`src/rtl/lsu_bus_bridge.sv`:
```
// Load/store bridge between the core data-memory port and the shared data bus.
// Takes one request at a time, checks size/alignment, runs a valid/ready request
// plus single-cycle response handshake, and returns an extended load result with a
// one-cycle done pulse.
//
// Ports:
//   clk, rst          clock, asynchronous active-low reset
//   core_valid        request strobe (sampled only when idle)
//   core_we           1 = store, 0 = load
//   core_funct3       size code (B/H/W/D, BU/HU/WU, 111 illegal)
//   core_addr         byte address
//   core_wdata        right-aligned store data
//   core_rdata        extended load result, valid with core_done
//   core_done         one-cycle completion pulse
//   core_err          error flag, valid with core_done
//   busy              high from the cycle after accept through the done cycle
//   bus_req_valid     request valid toward memory
//   bus_req_ready     request accepted when valid & ready
//   bus_we            write enable
//   bus_addr          doubleword-aligned address
//   bus_wdata         store data moved to its byte lanes
//   bus_wstrb         byte-lane enables (all ones on reads)
//   bus_rsp_valid     single-cycle response strobe
//   bus_rdata         full aligned doubleword read data
//   bus_rsp_err       response error flag
module lsu_bus_bridge #(
  parameter int unsigned XLEN    = 64,
  parameter int unsigned TIMEOUT = 255
) (
  input  logic            clk,
  input  logic            rst,
  input  logic            core_valid,
  input  logic            core_we,
  input  logic [2:0]      core_funct3,
  input  logic [XLEN-1:0] core_addr,
  input  logic [XLEN-1:0] core_wdata,
  output logic [XLEN-1:0] core_rdata,
  output logic            core_done,
  output logic            core_err,
  output logic            busy,
  output logic            bus_req_valid,
  input  logic            bus_req_ready,
  output logic            bus_we,
  output logic [XLEN-1:0] bus_addr,
  output logic [XLEN-1:0] bus_wdata,
  output logic [7:0]      bus_wstrb,
  input  logic            bus_rsp_valid,
  input  logic [XLEN-1:0] bus_rdata,
  input  logic            bus_rsp_err
);

  localparam int unsigned CntW = (TIMEOUT > 1) ? $clog2(TIMEOUT + 1) : 1;
  // Counter value seen in the last waiting cycle before the timeout fires.
  localparam logic [CntW-1:0] TimeoutLast = CntW'(TIMEOUT - 1);

  typedef enum logic [1:0] {StIdle, StReq, StWaitRsp, StDone} state_e;

  state_e              state_q, state_d;
  logic                we_q, we_d;
  logic [2:0]          funct3_q, funct3_d;
  logic [XLEN-1:0]     addr_q, addr_d;
  logic [XLEN-1:0]     wdata_q, wdata_d;
  logic [XLEN-1:0]     rdata_q, rdata_d;
  logic                err_q, err_d;
  logic [CntW-1:0]     cnt_q, cnt_d;

  logic                misaligned;
  logic                illegal;
  logic [5:0]          lane_shift;
  logic [XLEN-1:0]     rsp_shifted;
  logic [XLEN-1:0]     load_ext;
  logic                sext;
  logic [7:0]          size_mask;
  logic                in_req;
  logic                in_done;

  // Alignment check on the live request, only meaningful in StIdle.
  always_comb begin
    unique case (core_funct3[1:0])
      2'b00: misaligned = 1'b0;
      2'b01: misaligned = core_addr[0];
      2'b10: misaligned = |core_addr[1:0];
      2'b11: misaligned = |core_addr[2:0];
    endcase
  end

  assign illegal = (core_funct3 == 3'b111);

  assign lane_shift  = {addr_q[2:0], 3'b000};
  assign rsp_shifted = bus_rdata >> lane_shift;
  assign sext        = ~funct3_q[2];

  always_comb begin
    unique case (funct3_q[1:0])
      2'b00: load_ext = {{(XLEN-8){sext & rsp_shifted[7]}}, rsp_shifted[7:0]};
      2'b01: load_ext = {{(XLEN-16){sext & rsp_shifted[15]}}, rsp_shifted[15:0]};
      2'b10: load_ext = {{(XLEN-32){sext & rsp_shifted[31]}}, rsp_shifted[31:0]};
      2'b11: load_ext = rsp_shifted;
    endcase
  end

  always_comb begin
    unique case (funct3_q[1:0])
      2'b00: size_mask = 8'h01;
      2'b01: size_mask = 8'h03;
      2'b10: size_mask = 8'h0F;
      2'b11: size_mask = 8'hFF;
    endcase
  end

  always_comb begin
    state_d  = state_q;
    we_d     = we_q;
    funct3_d = funct3_q;
    addr_d   = addr_q;
    wdata_d  = wdata_q;
    rdata_d  = rdata_q;
    err_d    = err_q;
    cnt_d    = cnt_q;

    unique case (state_q)
      StIdle: begin
        if (core_valid) begin
          we_d     = core_we;
          funct3_d = core_funct3;
          addr_d   = core_addr;
          wdata_d  = core_wdata;
          rdata_d  = '0;
          if (misaligned || illegal) begin
            err_d   = 1'b1;
            state_d = StDone;
          end else begin
            err_d   = 1'b0;
            state_d = StReq;
          end
        end
      end
      StReq: begin
        if (bus_req_ready) begin
          cnt_d   = '0;
          state_d = StWaitRsp;
        end
      end
      StWaitRsp: begin
        cnt_d = cnt_q + CntW'(1);
        // A response in the timeout cycle takes priority over the timeout.
        if (bus_rsp_valid) begin
          err_d   = bus_rsp_err;
          rdata_d = (we_q || bus_rsp_err) ? '0 : load_ext;
          state_d = StDone;
        end else if ((TIMEOUT != 0) && (cnt_q == TimeoutLast)) begin
          err_d   = 1'b1;
          rdata_d = '0;
          state_d = StDone;
        end
      end
      StDone: begin
        state_d = StIdle;
      end
    endcase
  end

  always_ff @(posedge clk or negedge rst) begin
    if (!rst) begin
      state_q  <= StIdle;
      we_q     <= 1'b0;
      funct3_q <= 3'b000;
      addr_q   <= '0;
      wdata_q  <= '0;
      rdata_q  <= '0;
      err_q    <= 1'b0;
      cnt_q    <= '0;
    end else begin
      state_q  <= state_d;
      we_q     <= we_d;
      funct3_q <= funct3_d;
      addr_q   <= addr_d;
      wdata_q  <= wdata_d;
      rdata_q  <= rdata_d;
      err_q    <= err_d;
      cnt_q    <= cnt_d;
    end
  end

  // Outputs are gated by state so everything reads zero in reset and idle.
  assign in_req  = (state_q == StReq);
  assign in_done = (state_q == StDone);

  assign busy          = (state_q != StIdle);
  assign bus_req_valid = in_req;
  assign bus_we        = in_req & we_q;
  assign bus_addr      = in_req ? {addr_q[XLEN-1:3], 3'b000} : '0;
  assign bus_wdata     = in_req ? (wdata_q << lane_shift) : '0;
  assign bus_wstrb     = !in_req ? 8'h00 : (we_q ? (size_mask << addr_q[2:0]) : 8'hFF);
  assign core_done     = in_done;
  assign core_err      = in_done & err_q;
  assign core_rdata    = in_done ? rdata_q : '0;

endmodule

```
`config.mk`:
```
export PLATFORM = sky130hd
export DESIGN_NAME = lsu_bus_bridge
export DESIGN_NICKNAME = d
export VERILOG_FILES = /design/src/rtl/lsu_bus_bridge.sv
export SDC_FILE = /design/constraint.sdc
export NUM_CORES = 1
export LEC_CHECK = 0
export CAP_MARGIN = 0
export CORE_ASPECT_RATIO = 0.6
export CORE_UTILIZATION = 51
export DETAILED_ROUTE_END_ITERATION = 8
export GPL_TIMING_DRIVEN = 0
export PLACE_DENSITY = 0.89
export SYNTH_ARGS = -nofsm -noshare
export SYNTH_HDL_FRONTEND = slang
export SYNTH_SLANG_ARGS = --single-unit
```
`constraint.sdc`:
```
create_clock -name clk -period 5.9 [get_ports clk]
set_input_delay 1.77 -clock clk [delete_from_list [all_inputs] [get_ports clk]]
set_output_delay 1.77 -clock clk [all_outputs]
set_load 0.1 [all_outputs]
```
==> key figures, run 1 <==
Yosys
  • Synth async-reset ratio: 100.0%
  • Post-Syn Area: 12540 um^2
  • Number of enable flip-flop cells after synthesis: 0
  • Dominant synthesized flop cell: dfrtp_1
  • Syn Area/Cell: between 9 and 10 um^2
  • Yosys cell types: a little over 50
  • Synth Warn #: 0
  • Area contributors post-synth: dfrtp_1 41%, mux2_2 15%, and2_1 7.1%
  • Post-synthesis sequential area ratio: around two fifths
  • Top cell type's share of synthesized area: 41.29%
  • Post-synthesis cell count: 1267
  • Flops & latches, synth: 207
  • Area leader, netlist: dfrtp_1

Setup path
  • Critical Path End Type: primary output
  • Crit Path Class: flop to primary output
  • Critical Path AT: 4.18 ns
  • Worst EP required: about 4.1 ns
  • CP max FO: 10
  • Crit start category: flop

CTS
  • Max clock buf depth: 3
  • H-tree Lvls: 1
  • Clock Latency Late Sink: 0.51 ns
  • CTS Buf Count: 21
  • CTS root buf: clkbuf_16
  • Worst-path clk slew: 0.07 ns
  • Setup bufs post-CTS: 0
  • CTS tree: done
  • # clock sinks: 207

Placement
  • Buffers on Ports: ~400
  • Post-Place Worst Slack: 0.3235 ns
  • Routability cong.: 1.055
  • Number of instances in the placed design: 1995
  • Hpwl dp: 42390 um

Run
  • Maxcap violations: 1

Detailed routing
  • Routed Antenna Nets: 0
  • Routed len/inst: 26.98 um
  • DR DRC count: 0
  • Via count: about 13000
  • 1st-iter DRT viols: 1795
  • Routed vias/inst: 6.305
  • TritonRoute pass-1 iters: 6
  • WL final: 54900 um

Layout
  • Fillers: 1735
  • Most common cell after layout, fill and taps aside: clkdlybuf4s50_1
  • Finished Core Util: 73.32%
  • Final non-filler cell total: ~2000
  • Synth-to-Final Area Change: 41.25%
  • Most frequent cells in the layout: 346 x clkdlybuf4s50_1, 207 x dfrtp_1, 165 x mux2_2
  • Ratio of cells with drive above 1 in the final layout: between 10% and 20%
  • Nets: 1905

Global route
  • Global-route wire length before repair: around 77000 um
  • Antenna violations before repair: 4
  • Largest net degree at the start of global routing: 124
  • GRT Overall Usage: 42.25%
  • GRT overflow: 0
  • Vias in the first global route: 12170

Floorplanning
  • Core ar.: 24170 um^2
  • Die width: 204.5 um
  • # IOs: 407
  • DIE HEIGHT: approximately 120 um
  • Row Count: 44
  • Die area: 25250 um^2
  • Initial Util: 51.91%

Timing
  • Final min period: between 5 and 6 ns
  • Period utilization: 100.9%
  • Setup_tns: -0.08123 ns
  • Setup ws final: -0.05129 ns
  • Clk_skew: 0.02389 ns
  • Worst Max-Slew Pin Slew: between 1.5 and 2 ns
  • Slew Viols, Final: 2
  • Maximum clock rate: 168.0 MHz
  • Slew margin rel.: -3.737%
  • Final setup viols: 3
  • Final hold vios: 0

Run status
  • Outcome: finished with violations
  • Failing checks: max-capacitance violations, max-slew violations, negative setup slack

Worst hold path
  • Hold crit path type: flop to flop
## timing repair
action,CTS,global route
gates resized for setup,32,55
endpoints found under the setup margin,39,42
hold endpoints to repair,0,0
hold buffers,0,0
## cell type report
cell class | instances | area, um^2 | share of cell area, %
multi-input cells | 944 | 6874 | 38.79
flip-flops and latches | 207 | 5180 | 29.23
repair buffers | 404 | 4046 | 22.84
clock buffers | 29 | 565.5 | 3.192
plain buffers | 108 | 465.4 | 2.627
well taps | 322 | 402.9 | 2.274
clock inverters | 7 | 137.6 | 0.7767
inverters | 10 | 37.54 | 0.2118
diodes | 4 | 10.01 | 0.05649
## logic make-up after synthesis
logic type	Yosys count	synth area share, %
compound gates	270	13.90
xor+xnor	3	0.2095
fa+ha+maj	7	0.6982
buf+inv	118	4.010
flops	207	41.29
mux	251	23.27
other cells	1	0.02989
simple gates	410	16.59
## cell usage after synthesis, types with 15 or more instances
master / count
mux2_2: 165
o21ai_0: 61
nand3_1: 18
a21oi_1: 91
and2_1: 142
nor2b_1: 32
dfrtp_1: 207
a22o_1: 25
nor2_1: 94
mux2i_1: 70
mux4_2: 16
nand2_1: 95
a22oi_1: 24
clkbuf_1: 71
buf_2: 15
## final timing paths
check / slack, ns / depth (start not counted) / to / start
hold / removal: 0.48 / 2 / rdata_q[1] / rdata_q[1]
min in group asynchronous: 1.25 / 1 / addr_q[50] / rst
setup reg to reg: 2.47 / 6 / rdata_q[21] / addr_q[1]
hold reg to reg: 0.48 / 2 / rdata_q[1] / rdata_q[1]
max in group asynchronous: 3.52 / 2 / wdata_q[51] / rst
setup / recovery: -0.05 / 7 / bus_wdata[23] / addr_q[1]
## through the flow
stage,hold slack (ns),cell area [um^2]
2_1_floorplan,0.4424,12550
3_3_place_gp,0.4608,16990
3_5_place_dp,0.4681,17020
4_1_cts,0.4802,17690
5_1_grt,0.4988,17710
6_report,0.4822,17720
## per-layer routing
layer | part of all wire [%] | routed length, um | track usage, % | vias up
li1 | - | - | - | 5352
met4 | 2.7 | 1498 | 9.422 | 2
met5 | 0.022 | 12 | 3.373 | -
met1 | 41 | 22660 | 61.31 | 6381
met2 | 40 | 22040 | 57.58 | 965
met3 | 16 | 8693 | 17.37 | 131
## registers in the layout, summed over array words and instances, names as in the netlist
register and cells:
addr_q 64, rdata_q 64, wdata_q 64, cnt_q 8, funct3_q 3, state_q 2, err_q 1, we_q 1
## worst max-delay path, stage by stage, from the launching register on
cell and delay (ns):
dfrtp_1 0.33, clkbuf_1 0.33, clkbuf_1 0.43, clkbuf_1 0.66, clkbuf_1 0.57, o21ai_0 0.49
nor2b_1 0.26, dlygate4sd2_1 0.60
Power of run 1 is not shown: default switching activity piles up to over one toggle a cycle in this logic, so the estimate is an artifact.
==> inputs of run 2 (changes only) <==
--- a/config.mk
+++ b/config.mk
@@ -8,6 +8,7 @@
 export CAP_MARGIN = 0
 export CORE_ASPECT_RATIO = 0.6
 export CORE_UTILIZATION = 51
+export CTS_CLUSTER_DIAMETER = 60
 export DETAILED_ROUTE_END_ITERATION = 8
 export GPL_TIMING_DRIVEN = 0
 export PLACE_DENSITY = 0.89
==> results of run 2 <==
Same layout as run 1: the final DEF is identical, and so are final timing and power.
Power of run 2 is left out for the same reason.
==> inputs of run 3 (changes only) <==
--- a/config.mk
+++ b/config.mk
@@ -5,7 +5,6 @@
 export SDC_FILE = /design/constraint.sdc
 export NUM_CORES = 1
 export LEC_CHECK = 0
-export CAP_MARGIN = 0
 export CORE_ASPECT_RATIO = 0.6
 export CORE_UTILIZATION = 51
 export CTS_CLUSTER_DIAMETER = 60
==> results of run 3 <==
Same layout as run 1: the final DEF is identical, and so are final timing and power.
Power of run 3 is left out for the same reason.
